File: src/rtl/vector_pkg.sv
// Shared constants and types for the vector ALU writeback path.
package vector_pkg;

    localparam int unsigned DATA_WIDTH    = 8;
    localparam int unsigned LANES         = 6;
    localparam int unsigned SELECTOR_SIZE = 3;
    localparam int unsigned REG_ADDR_W    = 4;
    localparam int unsigned VEC_W         = LANES * DATA_WIDTH;

    typedef enum logic [SELECTOR_SIZE-1:0] {
        SEL_ADD   = 3'b000,
        SEL_SUB   = 3'b001,
        SEL_FPMUL = 3'b010,
        SEL_LT    = 3'b011,
        SEL_MOV1  = 3'b110,
        SEL_MOV2  = 3'b111
    } sel_e;

    typedef logic [LANES-1:0][DATA_WIDTH-1:0] lane_vec_t;

    typedef struct packed {
        logic [REG_ADDR_W-1:0] addr;
        lane_vec_t             data;
    } wb_entry_t;

    typedef enum logic [1:0] {
        EMPTY = 2'd0,
        ONE   = 2'd1,
        TWO   = 2'd2
    } buf_state_e;

endpackage

File: src/rtl/vector_wb_fifo.sv
// Two-entry valid/ready FIFO of register-file write entries; all outputs registered.
module vector_wb_fifo
    import vector_pkg::*;
(
    input  logic      clk,
    input  logic      rst_n,
    input  logic      push_valid,
    output logic      push_ready,
    input  wb_entry_t push_entry,
    output logic      pop_valid,
    input  logic      pop_ready,
    output wb_entry_t pop_entry
);

    buf_state_e state_q, state_d;
    wb_entry_t  mem_q [2];
    logic       wptr_q, rptr_q, wptr_d, rptr_d;
    logic       push, pop;
    wb_entry_t  head_d;

    assign push = push_valid && push_ready;
    assign pop  = pop_valid && pop_ready;

    // Next occupancy, pointers, and the entry that will sit at the head after this edge.
    always_comb begin
        state_d = state_q;
        wptr_d  = push ? ~wptr_q : wptr_q;
        rptr_d  = pop  ? ~rptr_q : rptr_q;
        head_d  = mem_q[rptr_d];
        if (push && (wptr_q == rptr_d)) begin
            head_d = push_entry;
        end
        case (state_q)
            EMPTY: if (push) state_d = ONE;
            ONE: begin
                if (push && !pop)      state_d = TWO;
                else if (!push && pop) state_d = EMPTY;
            end
            TWO:   if (pop) state_d = ONE;
            default: state_d = EMPTY;
        endcase
    end

    always_ff @(posedge clk or negedge rst_n) begin
        if (!rst_n) begin
            state_q    <= EMPTY;
            wptr_q     <= 1'b0;
            rptr_q     <= 1'b0;
            push_ready <= 1'b1;
            pop_valid  <= 1'b0;
            pop_entry  <= '0;
        end else begin
            state_q    <= state_d;
            wptr_q     <= wptr_d;
            rptr_q     <= rptr_d;
            push_ready <= (state_d != TWO);
            pop_valid  <= (state_d != EMPTY);
            // Head holds its last value once the buffer drains.
            if (state_d != EMPTY) begin
                pop_entry <= head_d;
            end
        end
    end

    always_ff @(posedge clk or negedge rst_n) begin
        if (!rst_n) begin
            mem_q[0] <= '0;
            mem_q[1] <= '0;
        end else if (push) begin
            mem_q[wptr_q] <= push_entry;
        end
    end

endmodule

File: src/rtl/vector_mask_writeback.sv
// Vector ALU consumer: holds the lane mask, merges masked results, and buffers register-file writes.
module vector_mask_writeback
    import vector_pkg::*;
(
    input  logic                       clk,
    input  logic                       rst_n,
    input  logic                       in_valid,
    output logic                       in_ready,
    input  logic [SELECTOR_SIZE-1:0]   in_selector,
    input  logic [LANES*DATA_WIDTH-1:0] in_result,
    input  logic [LANES-1:0]           in_comparison,
    input  logic [LANES*DATA_WIDTH-1:0] in_old,
    input  logic [REG_ADDR_W-1:0]      in_dest,
    input  logic                       in_masked,
    input  logic                       mask_clear,
    output logic                       wb_valid,
    input  logic                       wb_ready,
    output logic [REG_ADDR_W-1:0]      wb_addr,
    output logic [LANES*DATA_WIDTH-1:0] wb_data,
    output logic [LANES-1:0]           mask_out
);

    logic [LANES-1:0] mask_q;
    logic             is_lt;
    logic             lt_accept;
    logic             push_valid;
    lane_vec_t        result_v, old_v, merged;
    wb_entry_t        push_entry, pop_entry;

    assign is_lt      = (in_selector == SEL_LT);
    assign lt_accept  = in_valid && in_ready && is_lt;
    assign push_valid = in_valid && !is_lt;
    assign result_v   = lane_vec_t'(in_result);
    assign old_v      = lane_vec_t'(in_old);

    // Lane merge uses the mask as it stands before this edge.
    always_comb begin
        merged = old_v;
        for (int i = 0; i < int'(LANES); i++) begin
            if (!in_masked || mask_q[i]) begin
                merged[i] = result_v[i];
            end
        end
    end

    assign push_entry = '{addr: in_dest, data: merged};

    // An LT accept overrides a concurrent mask_clear.
    always_ff @(posedge clk or negedge rst_n) begin
        if (!rst_n) begin
            mask_q <= '1;
        end else if (lt_accept) begin
            mask_q <= in_comparison;
        end else if (mask_clear) begin
            mask_q <= '1;
        end
    end

    vector_wb_fifo u_fifo (
        .clk        (clk),
        .rst_n      (rst_n),
        .push_valid (push_valid),
        .push_ready (in_ready),
        .push_entry (push_entry),
        .pop_valid  (wb_valid),
        .pop_ready  (wb_ready),
        .pop_entry  (pop_entry)
    );

    assign wb_addr  = pop_entry.addr;
    assign wb_data  = VEC_W'(pop_entry.data);
    assign mask_out = mask_q;

endmodule

File: config.mk
export PLATFORM = sky130hd
export DESIGN_NAME = vector_mask_writeback
export DESIGN_NICKNAME = d
export VERILOG_FILES = /design/src/rtl/vector_pkg.sv /design/src/rtl/vector_wb_fifo.sv /design/src/rtl/vector_mask_writeback.sv
export SDC_FILE = /design/constraint.sdc
export NUM_CORES = 1
export LEC_CHECK = 0
export ABC_CLOCK_PERIOD_IN_PS = 2200
export CAP_MARGIN = 30
export CELL_PAD_IN_SITES_DETAIL_PLACEMENT = 1
export CELL_PAD_IN_SITES_GLOBAL_PLACEMENT = 1
export CORE_ASPECT_RATIO = 0.8
export CORE_MARGIN = 3
export CORE_UTILIZATION = 40
export CTS_BUF_LIST = sky130_fd_sc_hd__clkbuf_8
export DETAILED_ROUTE_END_ITERATION = 16
export GPL_TIMING_DRIVEN = 0
export MAX_ROUTING_LAYER = met4
export PLACE_DENSITY_LB_ADDON = 0.1
export REMOVE_ABC_BUFFERS = 1
export SLEW_MARGIN = 15
export SYNTH_ARGS = -nofsm -noshare
export SYNTH_HDL_FRONTEND = slang
export SYNTH_SLANG_ARGS = --single-unit
File: constraint.sdc
create_clock -name clk -period 2.2 [get_ports clk]
set_input_delay 0.66 -clock clk [delete_from_list [all_inputs] [get_ports clk]]
set_output_delay 0.66 -clock clk [all_outputs]
set_load 0.02 [all_outputs]
### Word level (Yosys, flattened, before mapping)

Cells that the tools add are included.

| word-level totals | value |
|---|---|
| bits in registers | 168 |
| logic and storage cells | 82 |

| cells by class | value |
|---|---|
| bitwise logic cells | 4 |
| equal/unequal tests | 5 |
| mux-type cells | 21 |
| magnitude comparators | 3 |
| reductions and logical operators | 22 |

Operator list:

| cell | number |
|---|---|
| 52-bit two-way mux | 5 |
| 104-bit bitwise mux | 1 |
| 52-bit demux with 1-bit select | 1 |
| 8-bit two-way mux | 6 |
| 6-bit two-way mux | 2 |
| 1-bit logical AND | 9 |
| 2-bit two-way mux | 4 |
| 1-bit logical OR | 6 |
| 2-bit case mux with 3 select lines | 1 |
| 2-bit >= comparator (second input constant) | 2 |
| 1-bit zero test | 4 |
| 1-bit NOT with 2-bit output | 2 |
| 2-bit nonzero test | 2 |
| 3-bit by 2-bit == test with 1-bit output (second input constant) | 1 |
| 2-bit by 1-bit == test with 1-bit output (second input constant) | 1 |
| 2-bit == test (second input constant) | 1 |
| 2-bit zero test | 1 |
| 2-bit by 1-bit less-than comparator with 1-bit output (second input constant) | 1 |
| 2-bit != test (second input constant) | 1 |
| 1-bit NOT | 2 |
| 1-bit == test | 1 |
| 1-bit two-way mux | 1 |

### Logic depth before layout (Yosys ltp)

| depth | value |
|---|---|
| depth in word-level cells | 10 |
| gate-level depth with buffers | 7 |

### By module

Synthesis repeated with hierarchy kept, for this count alone.

| unflattened totals | value |
|---|---|
| cells, all modules | 736 |
| area total of the unflattened synthesis | 9364.0 µm² |

By module, submodules not included:

| module | cells an instance | instances | sequential area each (µm²) | area an instance (µm²) |
|---|---|---|---|---|
| vector_wb_fifo | 648 | 1 | 4055.1 | 8234.1 |
| vector_mask_writeback | 88 | 1 | 157.7 | 1129.8 |

### Worst setup path before layout

Ideal clock, no wire load.

| timing path | value |
|---|---|
| path type | input to register |
| start | input wb_ready |
| end | register u_fifo.pop_entry[49] (netlist name) |
| slack | 204 ps |
| stages on the path | 7 |
| setup time | 111 ps |
| arrival | 1884 ps |
| path buffers | 3 |
| path through | and2_1 > buf_2 > xnor3_1 > o221a_1 > buf_6 > buf_6 > a222oi_1 |

| on the way | value |
|---|---|
| cells in the longest elaborated chain, start to end | 7 |
| elaborated cells between the ends (all ways) | 17 |
| those cells by class | eq/ne (1); mux (9); bitwise (1); reduce/logical (6) |

Ends and longest elaborated chain:

| what | line | source |
|---|---|---|
| start, declared | vector_mask_writeback.sv:17 | `input logic wb_ready,` |
| 1-bit logical AND * | vector_wb_fifo.sv:22 | `assign pop = pop_valid && pop_ready;` |
| 1-bit two-way mux | vector_wb_fifo.sv:28 | `rptr_d = pop ? ~rptr_q : rptr_q;` |
| 1-bit NOT with 2-bit output (not written as such) | vector_wb_fifo.sv:29 | `head_d = mem_q[rptr_d];` |
| 52-bit two-way mux (not written as such) (3 in series) | vector_wb_fifo.sv:29 |  |
| 52-bit two-way mux | vector_wb_fifo.sv:30 | `if (push && (wptr_q == rptr_d)) begin` |

Mark *: on every way between the ends. The rest lies on a longest branch, timed or not. The select of a mux whose other input is x is not followed.
A chain may end at the register's enable or synchronous reset.

### Worst setup path in the final report

| timing path | value |
|---|---|
| start | input in_masked |
| end | register u_fifo.pop_entry[39] (netlist name) |

| on the way | value |
|---|---|
| cells in the longest elaborated chain, start to end | 4 |

Ends and longest elaborated chain:

| what | line | source |
|---|---|---|
| start, declared | vector_mask_writeback.sv:14 | `input logic in_masked,` |
| 1-bit zero test | vector_mask_writeback.sv:40 | `if (!in_masked \|\| mask_q[i]) begin` |
| 1-bit logical OR | vector_mask_writeback.sv:40 |  |
| 8-bit two-way mux | vector_mask_writeback.sv:40 |  |
| 52-bit two-way mux | vector_wb_fifo.sv:30 |  |

Every way passes these cells.

==> results.md <==
* Final hold vios at 0
* Post-synth top area share at about 54%
* Post-Place Setup Slack at -0.999 ns
* Dpl cell area at 9660 sq um
* Min cycle time layout at around 2.2 ns
* Synthesized cell area at between 7000 and 8000 sq um
* Yosys reg bits at 168
* Max H-tree Level at 4
* Flop-to-flop setup slack at 0.14 ns
* Pre-antenna DRT Iters at 8
* # DRC at 0
* Register area share after synthesis at ~57%
* Slew HR at just under 50%
* Largest net degree at the start of global routing at between 100 and 150
* Post-DP HPWL at 15400 microns
* Worst hold path type: in -> async
* DR vias at between 6000 and 7000
* Initial Utilization at between 40% and 50%
* Met3 usage at 4.39%
* Max Fanout on Critical Path at 7
* Crit. End Element: flop
* Filler cell count at ~1900
* Netlist cell types at 29
* Area Growth Syn to Fin at 37.5%
* CTS tree: built
* Post-CTS Hold Buffers at 0
* Leakage at approximately 0.0045 uW
* R2R Path Start: u_fifo.wptr_q
* CTS buffer count at 17
* Setup CP Type: in -> reg
* Clock sink count at roughly 170
* IO buf count at approximately 170
* Final GP Congestion at approximately 0.73
* Layout cells sized above 1 at roughly 11%
* Most Used Layer, Global Route: met2
* Final worst-path setup slack at between 0.02 and 0.025 ns
* Post-route cell area at slightly above 10000 sq um
* Startpoint Class: primary input
* Syn_area_per_cell at 10.9 sq um
* Synth warn at 0
* Post-synth top flop: dfrtp_1
* Status: finished, final reports clean
* Critical path arrival at between 2 and 2.5 ns
* Final non-filler cell total at 1123
* Least-Margin Pin Slew at slightly below 0.8 ns
* Final WL at ~22000 microns
* Met1 usage at between 20% and 30%
* Reg2Reg Depth at 5
* Synth area leaders: dfrtp_1, mux2i_1, a222oi_1, o21ai_0, a21oi_1
* Worst vdd ir at approximately 0.69 mV
* Setup violators final at 0
* Total GRT Usage at around 23%
* M2 GR Usage at 38.9%
* EDFF count, synth at 0
* Data required, critical path at around 2.5 ns
* Root Driver: clkbuf_8
* 1st-iter DRT viols at between 500 and 600
* Initial antenna violation count at 1
* Dominant cell type by area after synthesis: dfrtp_1
* Core area at 17800 sq um
* Vias in the first global route at 6664
* Placed insts at 1075
* Max Root-Sink Buffers at 2
* Die W at around 160 microns
* Per-cell routed wire length at ~20 microns
* Final Util at between 50 and 60%
* Final Power at 16200 uW
* Die Y at 128 microns
* Critical Path Start: in_masked
* Reg2reg end: u_fifo.pop_entry[39]
* Fin. max-slew vios at 0
* Max Clk Rate at roughly 0.46 GHz
* Final Skew at about 0.018 ns
* Tcrit/Tclk final at between 90% and 100%
* Grt total ovfl at 0
* # Max-Cap Violations at 0
* Post-synth ARST share at 100%
* Power per cell area at about 1600 nW/um^2
* I/O pin cnt at 175
* RSZ-0062 raised after global routing: true
* First-pass GRT wire length at between 30000 and 40000 microns
* Mapped Cells at approximately 690
* Final antenna-violating net count at 0
* Final net count at just under 1000
* Post-synth top cells: dfrtp_1, mux2i_1, nand2_1
* Cell row count at between 40 and 50
* Via density at around 5.4
* Most frequent cell after synthesis: dfrtp_1
* Clk_lat worst skew at 0.46 ns
* Die ar. at roughly 20000 sq um
* CTS clk-pin slew, worst paths at roughly 0.090 ns
==> stage by stage <==
step	setup TNS [ns]	hold WS, ns
2_1_floorplan	-193.21	0.364
3_3_place_gp	-1557.29	0.461
3_5_place_dp	-100.26	0.469
4_1_cts	-0.0275	0.129
5_1_grt	-0.00365	0.131
6_report	0	0.128
==> layout make-up <==
cell class	instances	area, sq um	area share (%)
Antenna cell	2	5.00	0.0489
Clock buffer	17	234	2.29
Clock inverter	15	119	1.16
Inverter	61	229	2.24
Multi-Input combinational cell	408	2890	28.3
Sequential cell	168	4210	41.2
Tap cell	247	309	3.02
Timing Repair Buffer	205	2230	21.8
==> critical path, stage by stage <==
cell and delay, ns:
clkdlybuf4s50_1 0.68, nor2b_2 0.32, buf_4 0.25, mux2i_2 0.14, a222oi_1 0.43
==> worst max-delay path by stage <==
stage / end / slack [ns] / depth (start not counted)
2_1_floorplan: u_fifo.mem_q[100] / -2.13 / 3
3_3_place_gp: u_fifo.mem_q[0] / -6.16 / 1
3_5_place_dp: u_fifo.pop_entry[39] / -1.0 / 7
4_1_cts: u_fifo.pop_entry[39] / -0.03 / 6
5_1_grt: u_fifo.mem_q[37] / -0.003 / 5
6_report: u_fifo.pop_entry[39] / 0.02 / 5
==> layout by cell type, fill, tap and decap left out, types with 4 or more instances in the layout <==
cell,n
inv_6,5
dfstp_2,7
buf_8,7
dlygate4sd2_1,7
clkdlybuf4s50_1,163
o21ai_0,60
a21oi_1,48
clkbuf_8,17
nor2b_4,4
nor2_1,57
mux2_2,4
dfrtp_1,161
buf_16,7
nand2_1,62
inv_1,61
buf_4,11
mux2i_1,98
buf_12,5
a222oi_1,52
==> metal layers <==
metal	part of all wire (%)	vias up
met1	42	3118
met2	52	157
met5	0	-
met4	0.82	0
met3	5.1	14
li1	-	2780
==> cell families after synthesis <==
family	Yosys count	share of synthesized area (%)
buffers and inverters	111	6.28
AOI/OAI and AO/OA	166	15.0
DFF	168	56.6
and+or+nand+nor	133	7.21
muxes	105	14.2
xor gates and xnor gates	3	0.790
==> state kept, by name, summed over array words and instances (netlist names) <==
| signal | flops |
|---|---|
| u_fifo.pop_valid | 1 |
| u_fifo.state_q | 2 |
| u_fifo.wptr_q | 1 |
| u_fifo.pop_entry | 52 |
| u_fifo.rptr_q | 1 |
| mask_out | 6 |
| u_fifo.push_ready | 1 |
| u_fifo.mem_q | 104 |
==> power breakdown <==
group | leakage [uW] | internal [uW] | switching (uW)
registers | 0.00195 | 4670 | 895
clock network | 0.000175 | 803 | 1210
logic | 0.00236 | 4080 | 4570
total | 0.00448 | 9550 | 6680
==> repair_timing <==
action,in CTS,in global routing
pin swaps,3,3
setup endpoints to repair,138,46
cloned,1,0
gates resized for setup,15,16
setup buffers,10,3
(Power assumes the default switching activity.)
